### src/rtl/vga_scanout_reader.sv
// 640x480@60 scanout of a 320x240 3-bit frame buffer with 2x pixel doubling.
// Optional VGA_SCANOUT_BORDER_EN forces the outermost frame-buffer ring to white.
module vga_scanout_reader #(
  parameter int H_VISIBLE   = 640,
  parameter int H_FRONT     = 16,
  parameter int H_SYNC      = 96,
  parameter int H_BACK      = 48,
  parameter int V_VISIBLE   = 480,
  parameter int V_FRONT     = 10,
  parameter int V_SYNC      = 2,
  parameter int V_BACK      = 33,
  parameter int FB_WIDTH    = 320,
  parameter int MEM_LATENCY = 1
) (
  input  logic        clock,
  input  logic        reset,
  input  logic        pix_en,
  output logic [16:0] mem_address,
  input  logic [2:0]  mem_q,
  output logic [7:0]  vga_r,
  output logic [7:0]  vga_g,
  output logic [7:0]  vga_b,
  output logic        vga_hs,
  output logic        vga_vs,
  output logic        vga_blank_n,
  output logic        vga_sync_n,
  output logic        frame_start,
  output logic [9:0]  h_count,
  output logic [9:0]  v_count
);

  localparam int H_TOTAL = H_VISIBLE + H_FRONT + H_SYNC + H_BACK;
  localparam int V_TOTAL = V_VISIBLE + V_FRONT + V_SYNC + V_BACK;
  localparam logic [9:0] H_LAST = 10'(H_TOTAL - 1);
  localparam logic [9:0] V_LAST = 10'(V_TOTAL - 1);
  localparam logic [9:0] H_VIS  = 10'(H_VISIBLE);
  localparam logic [9:0] V_VIS  = 10'(V_VISIBLE);
  localparam logic [9:0] HS_ON  = 10'(H_VISIBLE + H_FRONT);
  localparam logic [9:0] HS_OFF = 10'(H_VISIBLE + H_FRONT + H_SYNC);
  localparam logic [9:0] VS_ON  = 10'(V_VISIBLE + V_FRONT);
  localparam logic [9:0] VS_OFF = 10'(V_VISIBLE + V_FRONT + V_SYNC);
  localparam logic [8:0] FB_W   = 9'(FB_WIDTH);
`ifdef VGA_SCANOUT_BORDER_EN
  localparam logic [8:0] FX_LAST = 9'(FB_WIDTH - 1);
  localparam logic [8:0] FY_LAST = 9'(V_VISIBLE / 2 - 1);
`endif

  typedef struct packed {
    logic hs;
    logic vs;
    logic blank_n;
`ifdef VGA_SCANOUT_BORDER_EN
    logic border;
`endif
  } ctrl_t;

  localparam ctrl_t CTRL_IDLE = '{hs: 1'b1, vs: 1'b1, default: 1'b0};

  logic [9:0]  h_q, h_d, v_q, v_d;
  logic [16:0] addr_q, addr_d;
  logic [16:0] fx_ext, fy_ext;
  logic        first_q, fs_q, fs_d;
  logic [2:0]  rgb_q, rgb_d;
  ctrl_t       ctrl_cur;
  ctrl_t [MEM_LATENCY:0] pipe_q;

  // Address tracks the counters' next value so it changes together with h/v.
  always_comb begin
    h_d    = h_q;
    v_d    = v_q;
    addr_d = addr_q;
    fs_d   = 1'b0;
    fx_ext = '0;
    fy_ext = '0;
    if (pix_en) begin
      if (h_q == H_LAST) begin
        h_d = '0;
        v_d = (v_q == V_LAST) ? '0 : v_q + 10'd1;
      end else begin
        h_d = h_q + 10'd1;
      end
      fx_ext = 17'(h_d[9:1]);
      fy_ext = 17'(v_d[9:1]);
      if (h_d[9:1] < FB_W && v_d < V_VIS)
        addr_d = (fy_ext << 8) + (fy_ext << 6) + fx_ext;
      fs_d = first_q || (h_d == '0 && v_d == '0);
    end
  end

  always_comb begin
    ctrl_cur         = CTRL_IDLE;
    ctrl_cur.hs      = !(h_q >= HS_ON && h_q < HS_OFF);
    ctrl_cur.vs      = !(v_q >= VS_ON && v_q < VS_OFF);
    ctrl_cur.blank_n = (h_q < H_VIS) && (v_q < V_VIS);
`ifdef VGA_SCANOUT_BORDER_EN
    ctrl_cur.border  = ctrl_cur.blank_n &&
                       (h_q[9:1] == '0 || h_q[9:1] == FX_LAST ||
                        v_q[9:1] == '0 || v_q[9:1] == FY_LAST);
`endif
  end

  // Colour is sampled in the same tick the control word reaches the output stage.
  always_comb begin
    rgb_d = 3'b000;
    if (pipe_q[MEM_LATENCY-1].blank_n) begin
      rgb_d = mem_q;
`ifdef VGA_SCANOUT_BORDER_EN
      if (pipe_q[MEM_LATENCY-1].border) rgb_d = 3'b111;
`endif
    end
  end

  always_ff @(posedge clock) begin
    if (!reset) begin
      h_q     <= '0;
      v_q     <= '0;
      addr_q  <= '0;
      first_q <= 1'b1;
      fs_q    <= 1'b0;
      rgb_q   <= '0;
      for (int i = 0; i <= MEM_LATENCY; i++) pipe_q[i] <= CTRL_IDLE;
    end else begin
      h_q    <= h_d;
      v_q    <= v_d;
      addr_q <= addr_d;
      fs_q   <= fs_d;
      if (pix_en) begin
        first_q   <= 1'b0;
        rgb_q     <= rgb_d;
        pipe_q[0] <= ctrl_cur;
        for (int i = 1; i <= MEM_LATENCY; i++) pipe_q[i] <= pipe_q[i-1];
      end
    end
  end

  assign mem_address = addr_q;
  assign h_count     = h_q;
  assign v_count     = v_q;
  assign frame_start = fs_q;
  assign vga_r       = {8{rgb_q[2]}};
  assign vga_g       = {8{rgb_q[1]}};
  assign vga_b       = {8{rgb_q[0]}};
  assign vga_hs      = pipe_q[MEM_LATENCY].hs;
  assign vga_vs      = pipe_q[MEM_LATENCY].vs;
  assign vga_blank_n = pipe_q[MEM_LATENCY].blank_n;
  assign vga_sync_n  = 1'b0;

endmodule

### config.mk
export PLATFORM = sky130hd
export DESIGN_NAME = vga_scanout_reader
export DESIGN_NICKNAME = d
export VERILOG_FILES = /design/src/rtl/vga_scanout_reader.sv
export SDC_FILE = /design/constraint.sdc
export NUM_CORES = 1
export LEC_CHECK = 0
export CORE_ASPECT_RATIO = 1.4
export CORE_UTILIZATION = 47
export CTS_BUF_LIST = sky130_fd_sc_hd__clkbuf_16
export DETAILED_ROUTE_END_ITERATION = 16
export PLACE_DENSITY = 0.75
export SKIP_CTS_REPAIR_TIMING = 1
export SYNTH_ARGS = -nofsm -noshare
export SYNTH_HDL_FRONTEND = slang
export SYNTH_SLANG_ARGS = --single-unit
### constraint.sdc
create_clock -name clock -period 5.53 [get_ports clock]
set_clock_uncertainty 0.05 [all_clocks]
set_input_delay 0.553 -clock clock [delete_from_list [all_inputs] [get_ports clock]]
set_output_delay 0.553 -clock clock [all_outputs]
set_load 0.02 [all_outputs]
==> results.toml <==
[route]
drtIter0Drc = 195
ant_nets = 0
routedWlPerCell_um = 15.4
post_drt_via_cell_ratio = 5.61
dr_total_vias = 2949
wirelength_mm = 8.11
drc_errors = 0
firstDrtPassIters = 5

[floorplanning]
dieHeight_um = 101
core_area_um2 = 6700
die_w_um = 72.9
placementRows = 35
io-pin-count = 72
start_util = 0.494
die_area_um2 = 7390

[logic_synthesis]
synth_area_leaders = "dfxtp_1 (29%), ha_1 (8.3%), mux2i_1 (6.0%)"
syn_area_um2 = 3310
post-synth-top-count-cell = "dfxtp_1"
ys_seq_area_frac = 0.290
ys_seq_elements = 48
avgSynthCellArea_um2 = 8.30
syn_nets = 429
synth_area_leader_cell = "dfxtp_1"
async_flop_share = 0
ys_warn_count = 0
synth_top_area_frac = 0.290
synth_cells = 399
ys_types = 57
synth_edf_count = 0
synth_ff_type = "dfxtp_1"
synthTopCellsByCount = "dfxtp_1 (48), nand2_1 (41), nor2_1 (33)"

[finish]
fillCellCount = 584
area_delta_synth_final_pct = 21.1
final_nets = 463
seq_area_um2 = 961
multiInputGateArea_um2 = 1990
drive_gt1_frac = 0.0415
antenna_cells = 0

[power]
p_comb_frac = 0.125
seq_power_share = 0.482
p_leak_nw = 1.61
clkPwrFrac = 0.394
p_total_uw = 756
p_switching_uw = 194
ir_worst_vdd_v = 0.000110
switching_share = 0.257
power_density_nw_per_um2 = 189
p_int_uw = 562

[grt]
grt_pass1_wl_mm = 13.2
grt.overflow.total = 0
grt_max_degree = 41
antenna_found_initial = 0
grt_util_all_layers = 0.230
grt_pass1_vias = 2785

[clock_network]
clock-sinks = 48
clk_pin_slew_ns = 0.07
htreeDepth = 2
clockBufferDepth = 2
clk_latency_ns = 0.29
cts_tree = "yes"
numCtsBuffers = 5
cts-root-buf = "clkbuf_16"

[timing]
worstMarginPinSlew_ns = 1.10
fmax_mhz = 226
finalHoldViolations = 0
min_period_ns = 4.43
whs_ns = 0.408
drv_slew = 0
rsz0062_at_grt = "no"
setup_viol_count_final = 0
max-slew-margin-rel = 0.266
worst_slack_ns = 1.10
fin_crit_sh = 0.801
tns_ns = 0

[setup_path]
crit_arrival_ns = 4.59
worstPathMaxFanout = 11
cp-end-kind = "flip-flop"
cp.required_ns = 5.69
start_kind = "flip-flop"
crit_type = "reg -> reg"

[flow_run]
drv_cap = 0

[placement]
place.gp.congestion = 0.891
port_buffers = 70
dp_hpwl_mm = 5.87
dpl_worst_slack_ns = 1.19

[worst_hold_path]
min_path_type = "reg -> reg"

[run_status]
status = "finished clean"
[cells by family (layout without fill, tap and decap cells)]
family | Yosys count | in the layout | synth area share
AO/OA/AOI/OAI | 76 | 76 | 0.161
AND/OR/NAND/NOR | 139 | 139 | 0.215
flip-flops | 48 | 48 | 0.290
buffers and inverters | 65 | 100 | 0.108
XOR/XNOR | 26 | 26 | 0.0688
other | 1 | 1 | 0.00113
adder cells (fa/ha/maj) | 24 | 24 | 0.0952
multiplexers | 20 | 20 | 0.0605
[per-layer routing]
metal	global-route usage	share of wire
met4	0.118	0.035
met1	0.271	0.42
met2	0.400	0.50
met3	0.0338	0.044
met5	0	0
[path summary, 6_finish.rpt]
kind	start	end	slack (ns)	cells after the start
worst min-delay path	mem_address[6]	mem_address[6]	0.41	2
worst min register to register	mem_address[6]	mem_address[6]	0.41	2
worst max register to register	h_count[0]	mem_address[12]	1.10	13
worst max-delay path	h_count[0]	mem_address[12]	1.10	13
[power by group through the flow]
stage                     registers [mW]  logic [mW]  clock network, mW
after floorplan                    0.379      0.0535                  0
after CTS                          0.364      0.0945              0.303
final                              0.364      0.0942              0.297
after detailed placement           0.372      0.0936                  0
after global routing               0.365       0.102              0.316
after global placement             0.371      0.0926                  0
[flip-flops by register name (all words and copies together) (netlist names)]
name,flops
first_q,1
frame_start,1
h_count,10
mem_address,17
pipe_q,3
rgb_q,3
v_count,10
vga_blank_n,1
vga_hs,1
vga_vs,1
[critical path: stages, from the launching register on]
cell	delay, ns
dfxtp_1	0.46
ha_1	0.32
and4_1	0.45
nand3_1	0.38
o31a_1	0.44
fa_1	0.55
inv_1	0.06
ha_1	0.31
a211o_1	0.31
a21oi_1	0.22
o21bai_1	0.11
xnor2_1	0.12
or4_1	0.41
o22ai_2	0.14
[stage by stage]
stage	util	std cells	area, µm²
after global placement	0.577	518	3860
after CTS	0.598	526	4010
after global routing	0.598	526	4010
final	0.598	526	4010
after detailed placement	0.577	518	3860
after floorplan	-	399	3310
[layout make-up]
| type | instances | share of cell area |
|---|---|---|
| well taps | 92 | 0.0287 |
| clock buffers | 5 | 0.0312 |
| inverters | 19 | 0.0184 |
| repair buffers | 73 | 0.180 |
| multi-input cells | 286 | 0.497 |
| flip-flops and latches | 48 | 0.240 |
| clock inverters | 3 | 0.00468 |
[cells in the final DEF (no fill, tap or decap), drive strengths merged, types with 3 or more instances in the layout]
cell type and count:
a2111oi 3, a211o 3, a211oi 9, a21oi 15
a31oi 11, and3 7, and3b 3, and4 3
buf 3, clkbuf 5, clkdlybuf4s50 70, dfxtp 48
ha 22, inv 18, mux2i 20, nand2 41
nand2b 3, nand3 17, nand4 8, nor2 33
nor3 14, o21a 4, o21ai 11, xnor2 12
xor2 14
Power figures use the tool's default switching activity.
